### src/rtl/rob.sv
// rob: reorder buffer with in-order allocate, out-of-order completion, in-order retire and mispredict rewind.
// Optional ROB_COMMIT_BYPASS_EN: a completion broadcast that hits the head entry commits it in the same cycle.
module rob #(
    parameter int DEPTH  = 32,
    parameter int TAG_W  = 5,
    parameter int PREG_W = 7
) (
    input  logic                 clk,
    input  logic                 reset,
    input  logic                 alloc_we,
    input  logic [PREG_W-1:0]    alloc_pd_new,
    input  logic [PREG_W-1:0]    alloc_pd_old,
    input  logic [31:0]          alloc_pc,
    output logic [TAG_W-1:0]     rob_tag_out,
    output logic                 rob_full_out,
    output logic [TAG_W-1:0]     head_tag_out,
    input  logic [2:0]           cmpl_valid,
    input  logic [3*TAG_W-1:0]   cmpl_tag,
    input  logic                 mispredict,
    input  logic [TAG_W-1:0]     mispredict_tag,
    output logic                 commit_valid,
    output logic [TAG_W-1:0]     commit_tag,
    output logic [PREG_W-1:0]    commit_pd_new,
    output logic [PREG_W-1:0]    commit_pd_old,
    output logic [31:0]          commit_pc,
    output logic                 commit_free_valid
);
    logic [DEPTH-1:0]  valid, done, cmpl_hit, squash;
    logic [PREG_W-1:0] pd_new [DEPTH];
    logic [PREG_W-1:0] pd_old [DEPTH];
    logic [31:0]       pc [DEPTH];
    logic [TAG_W-1:0]  head, tail, keep_span;
    logic [TAG_W:0]    count;
    logic              alloc_fire;

    assign rob_full_out = count == (TAG_W+1)'(DEPTH);
    assign alloc_fire = alloc_we && !rob_full_out && !mispredict;
    assign keep_span = mispredict_tag - head;
    assign rob_tag_out = tail;
    assign head_tag_out = head;
    assign commit_tag = head;
    assign commit_pd_new = pd_new[head];
    assign commit_pd_old = pd_old[head];
    assign commit_pc = pc[head];
`ifdef ROB_COMMIT_BYPASS_EN
    assign commit_valid = valid[head] && (done[head] || cmpl_hit[head]);
`else
    assign commit_valid = valid[head] && done[head];
`endif
    assign commit_free_valid = commit_valid && (commit_pd_new != '0);

    // Age is measured from head, so "younger than the branch" is a plain compare of offsets.
    always_comb begin
        cmpl_hit = '0;
        squash = '0;
        for (int j = 0; j < DEPTH; j++) begin
            for (int i = 0; i < 3; i++)
                if (cmpl_valid[i] && cmpl_tag[i*TAG_W +: TAG_W] == TAG_W'(j)) cmpl_hit[j] = 1'b1;
            squash[j] = mispredict && ((TAG_W'(j) - head) > keep_span);
        end
    end

    always_ff @(posedge clk or negedge reset) begin
        if (!reset) begin
            valid <= '0;
            done <= '0;
            head <= '0;
            tail <= '0;
            count <= '0;
        end else begin
            for (int j = 0; j < DEPTH; j++) begin
                if (alloc_fire && tail == TAG_W'(j)) begin
                    valid[j] <= 1'b1;
                    done[j] <= 1'b0;
                end else if (squash[j] || (commit_valid && head == TAG_W'(j))) begin
                    valid[j] <= 1'b0;
                    done[j] <= 1'b0;
                end else if (cmpl_hit[j] && valid[j]) begin
                    done[j] <= 1'b1;
                end
            end
            if (commit_valid) head <= head + TAG_W'(1);
            tail <= mispredict ? mispredict_tag + TAG_W'(1) : tail + TAG_W'(alloc_fire);
            count <= mispredict ? {1'b0, keep_span} + (TAG_W+1)'(1) - (TAG_W+1)'(commit_valid)
                                : count + (TAG_W+1)'(alloc_fire) - (TAG_W+1)'(commit_valid);
        end
    end

    always_ff @(posedge clk) begin
        if (alloc_fire) begin
            pd_new[tail] <= alloc_pd_new;
            pd_old[tail] <= alloc_pd_old;
            pc[tail] <= alloc_pc;
        end
    end
endmodule

### config.mk
export PLATFORM = sky130hd
export DESIGN_NAME = rob
export DESIGN_NICKNAME = d
export VERILOG_FILES = /design/src/rtl/rob.sv
export SDC_FILE = /design/constraint.sdc
export NUM_CORES = 2
export LEC_CHECK = 0
export CORE_MARGIN = 2
export CORE_UTILIZATION = 35
export DETAILED_ROUTE_END_ITERATION = 10
export PLACE_DENSITY = 0.52
export SYNTH_ARGS = -nofsm -noshare
export SYNTH_HDL_FRONTEND = slang
export SYNTH_SLANG_ARGS = --single-unit
### constraint.sdc
create_clock -name clk -period 5.65 [get_ports clk]
set_input_delay 1.13 -clock clk [delete_from_list [all_inputs] [get_ports clk]]
set_output_delay 1.13 -clock clk [all_outputs]
set_load 0.02 [all_outputs]
== Word level (Yosys, flattened, before mapping) ==
Memories as Yosys holds them, arrays and structs flattened.
Cells that the tools add are included.

* Bits in registers: 80
* RAM bits: 1472
* Bits of input ports: 73
* Output and inout port bits: 64
* Logic and storage cells: 895
* Memories kept: 3

{| class="wikitable"
|+ Memory list
! memory !! words !! width !! rd ports !! clocked after Yosys merged registers in !! wr ports !! RTL line !! text
|-
| pc || 32 || 32 || 1 || 0 || 1 || 31 || <nowiki>logic [31:0] pc [DEPTH];</nowiki>
|-
| pd_new || 32 || 7 || 1 || 0 || 1 || 29 || <nowiki>logic [PREG_W-1:0] pd_new [DEPTH];</nowiki>
|-
| pd_old || 32 || 7 || 1 || 0 || 1 || 30 || <nowiki>logic [PREG_W-1:0] pd_old [DEPTH];</nowiki>
|}

* Add/sub/neg operators: 40
* $lt $le $gt $ge: 33
* Equal/unequal tests: 156
* Multiplexer cells: 264
* Reduce and logical (&&, ||, !) cells: 332

{| class="wikitable"
|+ Operator list
! operator !! count
|-
| == test 5 bit, second input constant || 80
|-
| two-way mux 1 bit || 260
|-
| logical AND 1 bit || 228
|-
| == test 5 x 4 -> 1 bit, second input constant || 40
|-
| > comparator 5 bit || 32
|-
| == test 5 x 3 -> 1 bit, second input constant || 20
|-
| nonzero test 3 bit || 32
|-
| subtractor 5 bit, first input constant || 16
|-
| nonzero test 2 bit || 32
|-
| == test 5 x 2 -> 1 bit, second input constant || 10
|-
| subtractor 4 x 5 -> 5 bit, first input constant || 8
|-
| logical OR 1 bit || 32
|-
| == test 5 x 1 -> 1 bit, second input constant || 5
|-
| zero test 5 bit || 5
|-
| subtractor 3 x 5 -> 5 bit, first input constant || 4
|-
| subtractor 6 x 1 -> 6 bit || 2
|-
| adder 5 x 1 -> 5 bit, second input constant || 2
|-
| binary-select mux 1 bit (select 5 bit) || 2
|-
| subtractor 1 x 5 -> 5 bit, first input constant || 2
|-
| subtractor 2 x 5 -> 5 bit, first input constant || 2
|-
| nonzero test 7 bit || 1
|-
| adder 5 x 1 -> 6 bit, second input constant || 1
|-
| adder 6 x 1 -> 6 bit || 1
|-
| == test 6 bit, second input constant || 1
|-
| 6 further kinds || 7
|}

== Depth between registers and ports, before layout ==
* Word-level depth: 9
* Depth in mapped cells: 18
* Gate-level depth less buffers: 16

== Least setup slack after synthesis ==
Ideal clock, no wire load.

* Kind: input -> register
* Start: in mispredict
* End: reg done[12]
* Setup time: 0.316 ns
* Data arrival time: 5.398 ns
* Required time: 5.334 ns
* Slack: -0.064 ns
* Cell stages on the path: 5
* Buffers on the path: 0
* Cells stage by stage: nor3b_1 -> nor2b_1 -> nand3_1 -> nor3_1 -> nor4_1

* Longest elaborated chain between the ends: 4
* Elaborated cells between the ends (all ways): 8

{| class="wikitable"
|+ RTL lines
! element !! RTL line !! text
|-
| start, declared || 19 || <nowiki>input logic mispredict,</nowiki>
|-
| logical AND 1 bit or zero test 1 bit (tied branches) || 59, 37 ||
|-
| logical OR 1 bit or logical AND 1 bit (tied branches) || 75, 37 ||
|-
| two-way mux 1 bit or logical AND 1 bit (tied branches) || 75, 72 ||
|-
| two-way mux 1 bit or nonzero test 3 bit (tied branches) || -- ||
|-
| end signal, assigned by index || 74 || <nowiki>done[j] <= 1'b0;</nowiki>
|-
| end signal, assigned by index || 77 || <nowiki>done[j] <= 1'b0;</nowiki>
|-
| end signal, assigned by index || 79 || <nowiki>done[j] <= 1'b1;</nowiki>
|-
| end, declared || 28 || <nowiki>logic [DEPTH-1:0] valid, done, cmpl_hit, squash;</nowiki>
|}

Parallel ways exist; a longest one is shown, timed or not.
A chain may end at the register's enable or synchronous reset.

== Worst setup path after layout ==
* Start: reg head[2] (netlist: commit_tag[2])
* End: out commit_valid

* Longest elaborated chain between the ends: 3
* Elaborated cells between the ends (all ways): 5

{| class="wikitable"
|+ RTL lines
! element !! RTL line !! text
|-
| start, declared || 32 || <nowiki>logic [TAG_W-1:0] head, tail, keep_span;</nowiki>
|-
| start signal, assigned || 82 || <nowiki>if (commit_valid) head <= head + TAG_W'(1);</nowiki>
|-
| binary-select mux 1 bit (select 5 bit) || 48 || <nowiki>assign commit_valid = valid[head] && done[head];</nowiki>
|-
| two-way mux 1 bit (not written as such) || 48 ||
|-
| logical AND 1 bit * || 48 ||
|-
| end, declared || 21 || <nowiki>output logic commit_valid,</nowiki>
|}

Every way passes the cells marked *; elsewhere a longest branch is shown, timed or not. The select of a mux whose other input is x is not followed.

==> out/metrics.csv <==
metric,value,unit
setup_tns,0,ns
dpl hpwl,91200,um
Final Critical Period,5.45,ns
first-pass GRT wire length,242000,um
Global Route Usage Sum,18.5,%
max frequency,0.183,GHz
Post-synth EDFFs,1472,
Worst setup EP type,output port,
Routed Wire Length,171000,um
"slowest stage delay, CP",0.70,ns
via count,31782,
initial antenna violation count,10,
syn_area_per_cell,20.2,um^2
die width,429,um
max-cap violations,0,
CP Launch Point,commit_tag[2],
footprint of the multi-input gates,16100,um^2
"Req. time, crit path",4.52,ns
# H-tree levels,4,
cts bufs inserted,162,
core area,179000,um^2
post-synthesis async set-or-reset flop share,5.15,%
GRT Residual Overflow,0,
Port Buffer Count,136,
Starting Density,35.3,%
outcome,"finished, final reports clean",
min-delay worst type,in2async,
worst path arrival time,4.32,ns
pin count of the biggest net entering global routing,91,
CTS max path bufs,3,
slowest cell on the critical path,clkdlybuf4s50_1,
Slew @ Worst Pin,1.09,ns
die area,184000,um^2
Max rail drop VDD,289,uV
row cnt,155,
synth warn,0,
crit path max fanout,15,
share of layout cells above drive strength 1,23.5,%
"Top FF cell, synth",edfxtp_1,
post-synthesis sequential area ratio,73.2,%
post-route ant nets,0,
most frequent CP cell,inv_2,
Setup-failing EPs final,0,
Fin. Hold Viols,0,
fin nets,3519,
P_leak,23.0,nW
CP Class,reg2out,
FF-to-FF Start,commit_tag[2],
final period utilization,96.5,%
worst skew pair latency,0.81,ns
max_slew headroom,26.8,%
R2R setup slack,1.06,ns
first-pass detailed-route iteration total,5,
"Slew Viols, Final",0,
startpoint types,flip-flop,
DRC Markers,0,
CP Cell Sequence,"inv_2, mux4_2, a32o_1, a2111oi_4, a21oi_2, inv_2, clkdlybuf4s50_1",
CTS tree,built,
Pwr Total,29.0,mW
flip-flop and latch area,46200,um^2
Die Ht,429,um
clk sinks,1552,
Layout Skew,0.0487,ns
vias in the first global route,32131,
CTS Hold Bufs,0,
clk root buf,clkbuf_16,
RSZ-0062 raised after global routing,no,
Yosys reg bits,1552,
syn_nets,3270,
drt wl/cell,29.3,um
Clock transition at path regs,0.06,ns
RD Place Congestion,0.849,
Layout fillers,15731,
drt via density,5.44,
1st-iter DRT viols,3381,
Mapped Cells,3121,
boundary pin count,137,
Yosys cell types,75,
mapped cell area,63100,um^2
Area Overhead vs Synth,16.0,%
power density over the cells,396,nW/um^2
[layout by cell type (no fill, tap or decap), types with 7 or more instances in the layout]
| master | count |
|---|---|
| nand2b_1 | 22 |
| and3_1 | 16 |
| inv_1 | 64 |
| nor3_1 | 16 |
| clkbuf_16 | 162 |
| bufinv_16 | 8 |
| o21ai_0 | 71 |
| nor2b_1 | 20 |
| nor3b_1 | 17 |
| nand2_1 | 196 |
| clkbuf_1 | 40 |
| ha_1 | 74 |
| clkinv_2 | 15 |
| nand3_1 | 44 |
| o221ai_1 | 7 |
| o21a_1 | 11 |
| buf_4 | 67 |
| xnor2_1 | 32 |
| a21boi_0 | 10 |
| edfxtp_1 | 1472 |
| a31oi_1 | 14 |
| o22ai_1 | 18 |
| mux2i_1 | 8 |
| buf_12 | 39 |
| o22a_1 | 17 |
| nor2_4 | 24 |
| and2_1 | 8 |
| clkinv_1 | 37 |
| clkdlybuf4s50_1 | 135 |
| nor2_1 | 48 |
| a21o_1 | 19 |
| o211ai_1 | 8 |
| mux4_2 | 451 |
| dfrtp_1 | 75 |
| nand3b_1 | 7 |
| xor2_1 | 11 |
| maj3_1 | 7 |
| a21oi_1 | 59 |
| nand4_1 | 11 |
[layout make-up]
type	instances	area share, %
clock inverter	75	1.01
inverter	70	0.373
tap	2355	4.03
antenna	2	0.00684
multi-input combinational	1340	22.0
sequential	1552	63.2
timing repair buffer	244	3.65
clock buffer	206	5.82
[metal layers]
layer,track usage (%),share of wire (%),vias to the layer above
met2,30.4,49,1036
met4,5.06,2.5,2
li1,-,-,13394
met3,3.55,6.0,247
met1,25.3,43,17103
met5,0,0.0070,-
[kinds of logic after synthesis]
| group | share of synthesized area (%) |
|---|---|
| adders and majority gates | 1.64 |
| muxes | 16.3 |
| and+or+nand+nor | 3.38 |
| DFF | 73.2 |
| xor gates and xnor gates | 0.633 |
| AOI/OAI and AO/OA | 3.16 |
| buffers and inverters | 1.66 |
[report_power, final]
part | switching [mW] | internal, mW
logic | 2.97 | 2.89
clock network | 4.46 | 5.72
registers | 0.131 | 12.8
[worst max-delay path: cells and delay by family, from the launching register on]
kind	cells	cell delay, ns
flip-flops	1	0.59
AO/OA/AOI/OAI	3	0.97
multiplexers	1	0.61
buffers and inverters	3	1.30
[state kept, by name (all words and copies together), names as in the netlist]
| name | cells |
|---|---|
| pc | 1024 |
| pd_new | 224 |
| pd_old | 224 |
| done | 32 |
| valid | 32 |
| count | 6 |
| commit_tag | 5 |
| rob_tag_out | 5 |
[repair_timing]
item / CTS / global route
setup buffers: 1 / 3
endpoints found under the setup margin: 8 / 1
gates resized for setup: 0 / 3
[Yosys cell counts (all sizes together), types with 5 or more instances]
cell type | n | area [um^2]
mux2i | 8 | 80.1
o21ai | 72 | 360
and3 | 16 | 100
nor3b | 17 | 128
a21boi | 10 | 75.1
edfxtp | 1472 | 44200
o22a | 17 | 149
buf | 104 | 579
o22ai | 18 | 113
a21o | 19 | 143
nor3 | 24 | 120
nand3b | 7 | 52.6
nor2 | 72 | 270
a32oi | 6 | 52.6
xnor2 | 32 | 280
o21bai | 5 | 37.5
maj3 | 7 | 70.1
nor2b | 20 | 125
o32a | 6 | 60.1
nand3 | 44 | 220
nor4 | 5 | 31.3
nand4 | 11 | 68.8
xor2 | 11 | 96.3
inv | 68 | 255
a21oi | 60 | 304
ha | 74 | 926
dfrtp | 80 | 2000
nand2b | 22 | 138
o21a | 11 | 82.6
o221ai | 7 | 61.3
mux4 | 451 | 10200
nand2 | 196 | 736
o211ai | 8 | 60.1
a31oi | 14 | 87.6
and2 | 8 | 50.1
clkbuf | 55 | 206
[path summary, 6_finish.rpt]
| kind | endpoint | depth (start not counted) |
|---|---|---|
| setup / recovery | commit_valid | 7 |
| hold / removal | count[0] | 1 |
| setup reg to reg | done[10] | 13 |
| hold reg to reg | valid[23] | 1 |
| max in group asynchronous | commit_tag[4] | 2 |
| min in group clk | valid[23] | 1 |
[metrics by stage]
step / hold WS (ns) / instance area (um^2) / util (%) / worst slack [ns] / instances
final: 0.282 / 73200 / 40.9 / 0.198 / 5844
after floorplan: 0.465 / 63100 / - / 0.0119 / 3121
after global placement: 0.487 / 68100 / 38.1 / 0.627 / 5557
after CTS: 0.247 / 73100 / 40.9 / 0.00605 / 5839
after detailed placement: 0.491 / 68100 / 38.1 / 0.529 / 5557
after global routing: 0.289 / 73200 / 40.9 / 0.0524 / 5843
Note: power is estimated with default switching activity, not from simulation.
